**src/rtl/reg_scoreboard_if.sv**
```systemverilog
// Decode/writeback hazard bus between the pipeline and the scoreboard.
// master = pipeline side, slave = scoreboard.
interface reg_scoreboard_if #(
  parameter int REGWORDS  = 32,
  parameter int REGNOBITS = 5
);
  logic                 valid_DE;
  logic [REGNOBITS-1:0] rs1_DE;
  logic                 rs1_used_DE;
  logic [REGNOBITS-1:0] rs2_DE;
  logic                 rs2_used_DE;
  logic [REGNOBITS-1:0] rd_DE;
  logic                 wr_reg_DE;
  logic                 clear_from_branch_DE;
  logic                 wr_reg_WB;
  logic [REGNOBITS-1:0] wregno_WB;
  logic                 pipeline_stall_DE;
  logic [REGWORDS-1:0]  busy_vec_DE;
  logic                 underflow_err;

  modport master (
    output valid_DE, rs1_DE, rs1_used_DE, rs2_DE, rs2_used_DE,
    output rd_DE, wr_reg_DE, clear_from_branch_DE,
    output wr_reg_WB, wregno_WB,
    input  pipeline_stall_DE, busy_vec_DE, underflow_err
  );

  modport slave (
    input  valid_DE, rs1_DE, rs1_used_DE, rs2_DE, rs2_used_DE,
    input  rd_DE, wr_reg_DE, clear_from_branch_DE,
    input  wr_reg_WB, wregno_WB,
    output pipeline_stall_DE, busy_vec_DE, underflow_err
  );
endinterface

```
**src/rtl/reg_scoreboard.sv**
```systemverilog
// Per-register pending-write counters beside decode.
// Drives the DE stall from RAW and counter-full hazards.
module reg_scoreboard #(
  parameter int REGWORDS  = 32,
  parameter int REGNOBITS = 5,
  parameter int CNTBITS   = 2
) (
  input logic        clk,
  input logic        reset,
  reg_scoreboard_if.slave bus
);

  localparam logic [CNTBITS-1:0] MAX = '1;
  localparam logic [CNTBITS-1:0] ONE = CNTBITS'(1);

  logic [CNTBITS-1:0]  cnt [REGWORDS];
  logic [CNTBITS-1:0]  eff [REGWORDS];
  logic [REGWORDS-1:0] rel;
  logic [REGWORDS-1:0] alloc_hit;
  logic [REGWORDS-1:0] busy;
  logic                src_haz;
  logic                dst_full;
  logic                stall;
  logic                issue;
  logic                alloc;
  logic                uf_hit;
  logic                uf_q;

  // WB release decode; eff bypasses a same-cycle release
  always_comb begin
    for (int r = 0; r < REGWORDS; r++) begin
      rel[r] = bus.wr_reg_WB
            && (bus.wregno_WB == REGNOBITS'(r))
            && (r != 0);
      eff[r] = cnt[r]
             - ((rel[r] && cnt[r] != '0) ? ONE : '0);
      busy[r] = (cnt[r] != '0);
    end
  end

  // stall, issue and allocation decision for the DE instruction
  always_comb begin
    src_haz = (bus.rs1_used_DE && bus.rs1_DE != '0
               && eff[bus.rs1_DE] != '0)
           || (bus.rs2_used_DE && bus.rs2_DE != '0
               && eff[bus.rs2_DE] != '0);
    dst_full = bus.wr_reg_DE && bus.rd_DE != '0
            && eff[bus.rd_DE] == MAX;
    stall = bus.valid_DE && !bus.clear_from_branch_DE
         && (src_haz || dst_full);
    issue = bus.valid_DE && !bus.clear_from_branch_DE
         && !stall;
    alloc = issue && bus.wr_reg_DE && bus.rd_DE != '0;
    for (int r = 0; r < REGWORDS; r++) begin
      alloc_hit[r] = alloc && (bus.rd_DE == REGNOBITS'(r));
    end
    uf_hit = |(rel & ~alloc_hit & ~busy);
  end

  // counter update; alloc and release on one register cancel
  always_ff @(posedge clk) begin
    for (int r = 0; r < REGWORDS; r++) begin
      if (reset || r == 0) begin
        cnt[r] <= '0;
      end else if (alloc_hit[r] && !rel[r]) begin
        cnt[r] <= cnt[r] + ONE;
      end else if (rel[r] && !alloc_hit[r] && busy[r]) begin
        cnt[r] <= cnt[r] - ONE;
      end
    end
  end

  // sticky underflow flag, cleared only by reset
  always_ff @(posedge clk) begin
    if (reset) begin
      uf_q <= 1'b0;
    end else if (uf_hit) begin
      uf_q <= 1'b1;
    end
  end

  assign bus.pipeline_stall_DE = stall;
  assign bus.busy_vec_DE       = busy;
  assign bus.underflow_err     = uf_q;

endmodule
```
**src/flat_wrapper.sv**
```systemverilog
// flat-port wrapper written by rule: the top's interface ports become plain ports
module reg_scoreboard_flat 
#(
  parameter int REGWORDS  = 32,
  parameter int REGNOBITS = 5,
  parameter int CNTBITS   = 2
)
  (clk, reset, bus_valid_DE, bus_rs1_DE, bus_rs1_used_DE, bus_rs2_DE, bus_rs2_used_DE, bus_rd_DE, bus_wr_reg_DE, bus_clear_from_branch_DE, bus_wr_reg_WB, bus_wregno_WB, bus_pipeline_stall_DE, bus_busy_vec_DE, bus_underflow_err);
  reg_scoreboard_if #(.REGWORDS(REGWORDS), .REGNOBITS(REGNOBITS)) bus_i ();
  input logic clk;
  input logic reset;
  input wire logic [$bits(bus_i.valid_DE)-1:0] bus_valid_DE;
  input wire logic [$bits(bus_i.rs1_DE)-1:0] bus_rs1_DE;
  input wire logic [$bits(bus_i.rs1_used_DE)-1:0] bus_rs1_used_DE;
  input wire logic [$bits(bus_i.rs2_DE)-1:0] bus_rs2_DE;
  input wire logic [$bits(bus_i.rs2_used_DE)-1:0] bus_rs2_used_DE;
  input wire logic [$bits(bus_i.rd_DE)-1:0] bus_rd_DE;
  input wire logic [$bits(bus_i.wr_reg_DE)-1:0] bus_wr_reg_DE;
  input wire logic [$bits(bus_i.clear_from_branch_DE)-1:0] bus_clear_from_branch_DE;
  input wire logic [$bits(bus_i.wr_reg_WB)-1:0] bus_wr_reg_WB;
  input wire logic [$bits(bus_i.wregno_WB)-1:0] bus_wregno_WB;
  output wire logic [$bits(bus_i.pipeline_stall_DE)-1:0] bus_pipeline_stall_DE;
  output wire logic [$bits(bus_i.busy_vec_DE)-1:0] bus_busy_vec_DE;
  output wire logic [$bits(bus_i.underflow_err)-1:0] bus_underflow_err;
  assign bus_i.valid_DE = bus_valid_DE;
  assign bus_i.rs1_DE = bus_rs1_DE;
  assign bus_i.rs1_used_DE = bus_rs1_used_DE;
  assign bus_i.rs2_DE = bus_rs2_DE;
  assign bus_i.rs2_used_DE = bus_rs2_used_DE;
  assign bus_i.rd_DE = bus_rd_DE;
  assign bus_i.wr_reg_DE = bus_wr_reg_DE;
  assign bus_i.clear_from_branch_DE = bus_clear_from_branch_DE;
  assign bus_i.wr_reg_WB = bus_wr_reg_WB;
  assign bus_i.wregno_WB = bus_wregno_WB;
  assign bus_pipeline_stall_DE = bus_i.pipeline_stall_DE;
  assign bus_busy_vec_DE = bus_i.busy_vec_DE;
  assign bus_underflow_err = bus_i.underflow_err;
  reg_scoreboard #(.REGWORDS(REGWORDS), .REGNOBITS(REGNOBITS), .CNTBITS(CNTBITS)) u_core (.clk(clk), .reset(reset), .bus(bus_i));
endmodule
```
**config.mk**
```make
export PLATFORM = sky130hd
export DESIGN_NAME = reg_scoreboard_flat
export DESIGN_NICKNAME = d
export VERILOG_FILES = /design/src/rtl/reg_scoreboard_if.sv /design/src/rtl/reg_scoreboard.sv /design/src/flat_wrapper.sv
export SDC_FILE = /design/constraint.sdc
export NUM_CORES = 1
export LEC_CHECK = 0
export ABC_AREA = 1
export CAP_MARGIN = 25
export CELL_PAD_IN_SITES_DETAIL_PLACEMENT = 1
export CELL_PAD_IN_SITES_GLOBAL_PLACEMENT = 1
export CORE_AREA = 5 5 139 141
export DETAILED_ROUTE_END_ITERATION = 8
export DIE_AREA = 0 0 144 146
export PLACE_DENSITY = 0.88
export SLEW_MARGIN = 20
export SYNTH_ARGS = -nofsm -noshare
export SYNTH_HDL_FRONTEND = slang
export SYNTH_SLANG_ARGS = --single-unit
```
**constraint.sdc**
```tcl
create_clock -name clk -period 10.26 [get_ports clk]
set_input_delay 2.052 -clock clk [delete_from_list [all_inputs] [get_ports clk]]
set_output_delay 2.052 -clock clk [all_outputs]
set_load 0.02 [all_outputs]
```
After elaboration in Yosys (flattened, before gate mapping)
Memory sizes are Yosys's and may differ from the RTL's.
Index checks and enable logic that the tools add are counted.
W data, S select, Z words.
{ "totals": {"register_bits": 1, "mem_bits_rw": 64, "word_cells": 854, "mem_count": 1} }
{ "op_classes": {"n_addsub": 93, "n_lt_le_gt_ge": 3, "n_eq_ne": 63, "n_mux": 321, "bitwise": 69, "n_reduce_logical": 303} }
{ "memory_table": {"columns": ["name", "words", "width", "read_ports", "rd_ports_with_merged_regs", "write_ports", "line_no", "rtl"], "rows": [
  ["u_core.cnt", 32, 2, 32, 0, 32, "reg_scoreboard.sv:16", "logic [CNTBITS-1:0] cnt [REGWORDS];"]
]} }
{ "op_table": {"columns": ["operator", "n"], "rows": [
  ["$mux W1", 250],
  ["$logic_and A1 B1 Y1", 198],
  ["$eq A5 B5 Y1 const B", 32],
  ["$mux W2", 68],
  ["$eq A5 B4 Y1 const B", 16],
  ["$reduce_bool A2 Y1", 34],
  ["$and A32 B32 Y32", 2],
  ["$logic_not A1 Y1", 64],
  ["$not A32 Y32", 2],
  ["$add A2 B1 Y2 const B", 31],
  ["$or A1 B1 Y1", 62],
  ["$sub A2 B1 Y2 const B", 31],
  ["$sub A2 B2 Y2", 31],
  ["$eq A5 B3 Y1 const B", 8],
  ["$reduce_or A32 Y1", 1],
  ["$bmux W2 S5", 3],
  ["$eq A5 B2 Y1 const B", 4],
  ["$ge A6 B6 Y1 const B", 3],
  ["$not A5 Y6", 3],
  ["$reduce_bool A5 Y1", 3],
  ["$eq A5 B1 Y1 const B", 2],
  ["$logic_not A5 Y1", 1],
  ["$eq A2 B2 Y1 const B", 1],
  ["$logic_or A1 B1 Y1", 2]
]} }

Longest topological paths before layout
{ "logic_depth": {"ltp_word": 26, "mapped_depth": 31, "mapped_depth_nobuf": 30} }

Worst setup path after synthesis
Ideal clock, no wire load.
{ "synth_timing": {"path_type": "input port to output port", "start": "input bus_wr_reg_WB", "end": "output bus_pipeline_stall_DE", "arrival_time_ps": 4552, "slack_ps": 3656, "stages": 23, "path_cell_list": "inv_1 -> nor2_1 -> inv_1 -> nor2_1 -> nand2_1 -> nor2_1 -> ha_1 -> inv_1 -> nand3_1 -> nand2_1 -> nand2_1 -> nor2_1 -> nor2_1 -> nor2_1 -> nand2_1 -> nand2_1 -> nand2_1 -> nand2_2 -> nor2_4 -> buf_4 -> buf_6 -> or2_2 -> inv_1"} }
{ "synth_via": {"elab_chain_len": 12, "word_cells_on_any_way": 142, "classes_between": "31 x add/sub; 1 x eq/ne; 40 x mux; 70 x reduce/logical"} }
{ "synth_rtl": {"columns": ["item", "line_no", "rtl"], "rows": [
  ["start, declared", "flat_wrapper.sv:20", "input wire logic [$bits(bus_i.wr_reg_WB)-1:0] bus_wr_reg_WB;"],
  ["$logic_and A1 B1 Y1", "reg_scoreboard.sv:33", "&& (bus.wregno_WB == REGNOBITS'(r))"],
  ["$logic_and A1 B1 Y1", "reg_scoreboard.sv:36", "- ((rel[r] && cnt[r] != '0) ? ONE : '0);"],
  ["$mux W1", "reg_scoreboard.sv:36", null],
  ["$sub A2 B2 Y2", "reg_scoreboard.sv:36", null],
  ["$bmux W2 S5 (on tied branches)", "reg_scoreboard.sv:44, reg_scoreboard.sv:46", null],
  ["$mux W2 (on tied branches) (2 in a row)", "reg_scoreboard.sv:44, reg_scoreboard.sv:46", null],
  ["$reduce_bool A2 Y1 (on tied branches)", "reg_scoreboard.sv:44, reg_scoreboard.sv:46", null],
  ["$logic_and A1 B1 Y1 (on tied branches)", "reg_scoreboard.sv:44, reg_scoreboard.sv:46", null],
  ["$logic_or A1 B1 Y1", "reg_scoreboard.sv:45", "|| (bus.rs2_used_DE && bus.rs2_DE != '0"],
  ["$logic_or A1 B1 Y1 (*)", "reg_scoreboard.sv:50", "&& (src_haz || dst_full);"],
  ["$logic_and A1 B1 Y1 (*)", "reg_scoreboard.sv:50", null],
  ["end, declared", "flat_wrapper.sv:22", "output wire logic [$bits(bus_i.pipeline_stall_DE)-1:0] bus_pipeline_stall_DE;"]
]} }
Every way passes the cells marked *; elsewhere a longest branch is shown, timed or not. The select of a mux whose other input is x is not followed.

Final worst setup path
Ends and elaborated chain as after synthesis.

==> flow_metrics.env <==
export IMPL_drc_errors=0
export IMPL_crit_slowest_cell="nor2_1"
export IMPL_p_seq_frac=0.341
export IMPL_worstPathMaxFanout=9
export IMPL_switchingPower_w=0.0002875
export IMPL_max_slew_margin=0.2847
export IMPL_place_gp_congestion=0.9913
export IMPL_cts_hold_buf=0
export IMPL_crit_path_start_kind="input pin"
export IMPL_final_cells=1626
export IMPL_rr_worst_depth=22
export IMPL_internal_power_w=0.0005876
export IMPL_cp_arrival_ns=6.17
export IMPL_fillers=2544
export IMPL_die_w_um=144
export IMPL_cp_required_ns=8.21
export IMPL_yosysUniqueCellTypes=30
export IMPL_ioPinCount=62
export IMPL_avgSynthCellArea_sq_um=5.837
export IMPL_grt_usage=0.2926
export IMPL_combPwrFrac=0.254
export IMPL_syn_instance_count=1354
export IMPL_layout_setup_ws_ns=2.036
export IMPL_cts_tree="yes"
export IMPL_portBuffers=60
export IMPL_syn_to_final_growth_pct=12.82
export IMPL_p_per_area_mw_per_mm2=98.14
export IMPL_fin_skew_ns=0.007563
export IMPL_clock_sinks=63
export IMPL_synthArstFlopShare=0
export IMPL_cp_end_kind="output pin"
export IMPL_drt_iter0_markers=819
export IMPL_wl_met2_um=13800
export IMPL_viasPerCell=5.643
export IMPL_slew_viol_final=0
export IMPL_m1WireLength_um=13300
export IMPL_layout_common_cells="nand2_1, nor2_1, inv_1, nand3_1, edfxtp_1"
export IMPL_p_leak_nw=4.444
export IMPL_cp_cell_sequence="clkdlybuf4s50_1 -> inv_1 -> nor2_1 -> inv_1 -> nor2_1 -> nand2_1 -> nor2_1 -> ha_1 -> inv_1 -> nand2_1 -> nand3_1 -> nand3_1 -> nand2_1 -> nor2_1 -> nand3_1 -> a21oi_1 -> nor2_2 -> nor2_4 -> or2_2 -> inv_1 -> clkdlybuf4s50_1"
export IMPL_timing_rr_start="u_core.cnt[14][1]"
export IMPL_htreeDepth=3
export IMPL_pre_cts_ws_ns=2.138
export IMPL_rows=49
export IMPL_whs_ns=0.5475
export IMPL_post_cts_setup_buffer_count=0
export IMPL_hold_depth=1
export IMPL_drive_above_1_share=0.02362
export IMPL_layout_commonest_cell="nand2_1"
export IMPL_finalCritPeriodShare=0.8015
export IMPL_synthesis_nets=1443
export IMPL_antenna_found_initial=0
export IMPL_synth_yosys_warnings=0
export IMPL_switching_share=0.3286
export IMPL_top_layer="met4"
export IMPL_fin_crit_ns=8.224
export IMPL_die_y_um=146
export IMPL_clock_latency_ns=0.36
export IMPL_cts_buffers=9
export IMPL_vias=9175
export IMPL_status="completed"
export IMPL_hold_start="u_core.cnt[15][0]"
export IMPL_setup_viol=0
export IMPL_ir_worst_vdd_uv=82.70
export IMPL_grt_max_degree=59
export IMPL_rsz0062_at_grt="no"
export IMPL_ys_ff_latch=63
export IMPL_cts_resized=0
export IMPL_dp_hpwl_um=23770
export IMPL_worst_pin_slew_ns=1.070
export IMPL_synth_top_cell_by_area="edfxtp_1"
export IMPL_detailedRoute_firstPassIterationCount=5
export IMPL_synth_edff_count=62
export IMPL_clkTransAtPathRegs_ns=0.05
export IMPL_dieArea_sq_mm=0.02102
export IMPL_drt_wl_total_um=30830
export IMPL_max_freq_mhz=121.6
export IMPL_clockBufferDepth=2
export IMPL_start_util=0.4430
export IMPL_cp_startpoint="bus_wr_reg_WB"
export IMPL_wl_per_cell_um=18.96
export IMPL_synth_top_area_share=0.2356
export IMPL_cpPeakStageDelay_ns=0.59
export IMPL_hold_class="reg -> reg"
export IMPL_core_area_sq_mm=0.01784
export IMPL_timing_hold_violations_final=0
export IMPL_worst_setup_path_type="in -> out"
export IMPL_ys_flop_type="edfxtp_1"
export IMPL_cts_root_buf="clkbuf_16"
export IMPL_power_frac_clock=0.406
export IMPL_syn_cell_area_sq_mm=0.007904
export IMPL_first_global_vias=9107
export IMPL_ys_seq_area_frac=0.2381
export IMPL_fin_nets=1481
export IMPL_synth_area_top_cells="edfxtp_1, nand2_1, nand3_1, nor2_1, inv_1"
export IMPL_overflow=0
export IMPL_antenna_left=0
export IMPL_dp_cells=1610
export IMPL_grt_pass1_wl_um=48140
export IMPL_maxCapViolations=0
export IMPL_wl_met3_um=2549
export IMPL_fin_setup_tns_ns=0
export IMPL_diodes=0
-- metal layers --
layer,track usage,vias up
met4,0.1210,0
met5,0,-
met3,0.04305,89
met1,0.3947,4337
li1,-,4327
met2,0.4653,422
-- cell families (layout without fill, tap and decap cells) --
family	count (synthesis)	count (layout)	share of synthesized area
AND/OR/NAND/NOR	899	899	0.4719
buffers and inverters	261	304	0.1368
flip-flops	63	63	0.2381
adder cells (fa/ha/maj)	61	61	0.09656
AO/OA/AOI/OAI	44	44	0.02849
XOR/XNOR	25	25	0.02770
other	1	1	0.0004745
-- cell usage after synthesis, types with 9 or more instances --
cell type    n
xor2_1      22
edfxtp_1    62
buf_2       12
buf_6        9
nand4_1     32
clkbuf_1    10
inv_1      220
nor2_1     223
ha_1        61
nand3_1    171
nand2_1    451
o21ai_0     33
-- flip-flops by register name (all words and copies together), names as in the netlist --
| signal | count |
|---|---|
| u_core.cnt | 62 |
| u_core.bus.underflow_err | 1 |
-- power groups by stage --
stage | Combinational (W) | Sequential (W) | Clock [W]
finish | 0.000222 | 0.000298 | 0.000355
global route | 0.000240 | 0.000300 | 0.000363
CTS | 0.000217 | 0.000298 | 0.000356
detailed placement | 0.000215 | 0.000304 | 0
global placement | 0.000210 | 0.000303 | 0
floorplan | 0.000143 | 0.000302 | 0
-- area by class of cell --
cell class                      count  area (sq um)  share of cell area
Clock inverter                      3         65.06            0.007296
Timing Repair Buffer               65         638.1             0.07156
Inverter                          223         837.1             0.09387
Sequential cell                    63          1882              0.2110
Multi-Input combinational cell   1030          4949              0.5549
Clock buffer                       13         260.3             0.02918
Tap cell                          229         286.5             0.03213
-- through the flow --
| step | power, W | util | instance area, sq um |
|---|---|---|---|
| final | 0.0008751 | 0.4998 | 8917 |
| after floorplan | 0.0004448 | - | 7904 |
| after CTS | 0.0008718 | 0.4998 | 8917 |
| after global placement | 0.0005132 | 0.4816 | 8592 |
| after global routing | 0.0009018 | 0.4998 | 8917 |
| after detailed placement | 0.0005184 | 0.4816 | 8592 |
-- worst paths after layout --
path,end,slack [ns]
hold reg to reg,u_core.cnt[15][0],0.55
setup / recovery,bus_pipeline_stall_DE,2.04
setup reg to reg,u_core.bus.underflow_err,6.25
hold / removal,u_core.cnt[15][0],0.55
-- critical path: cells and delay by family --
family                     cells  cell delay, ns
buffers and inverters          6            1.39
AOI/OAI and AO/OA              1            0.08
adders and majority gates      1            0.27
and+or+nand+nor               13            2.38
Power figures use the tool's default switching activity.
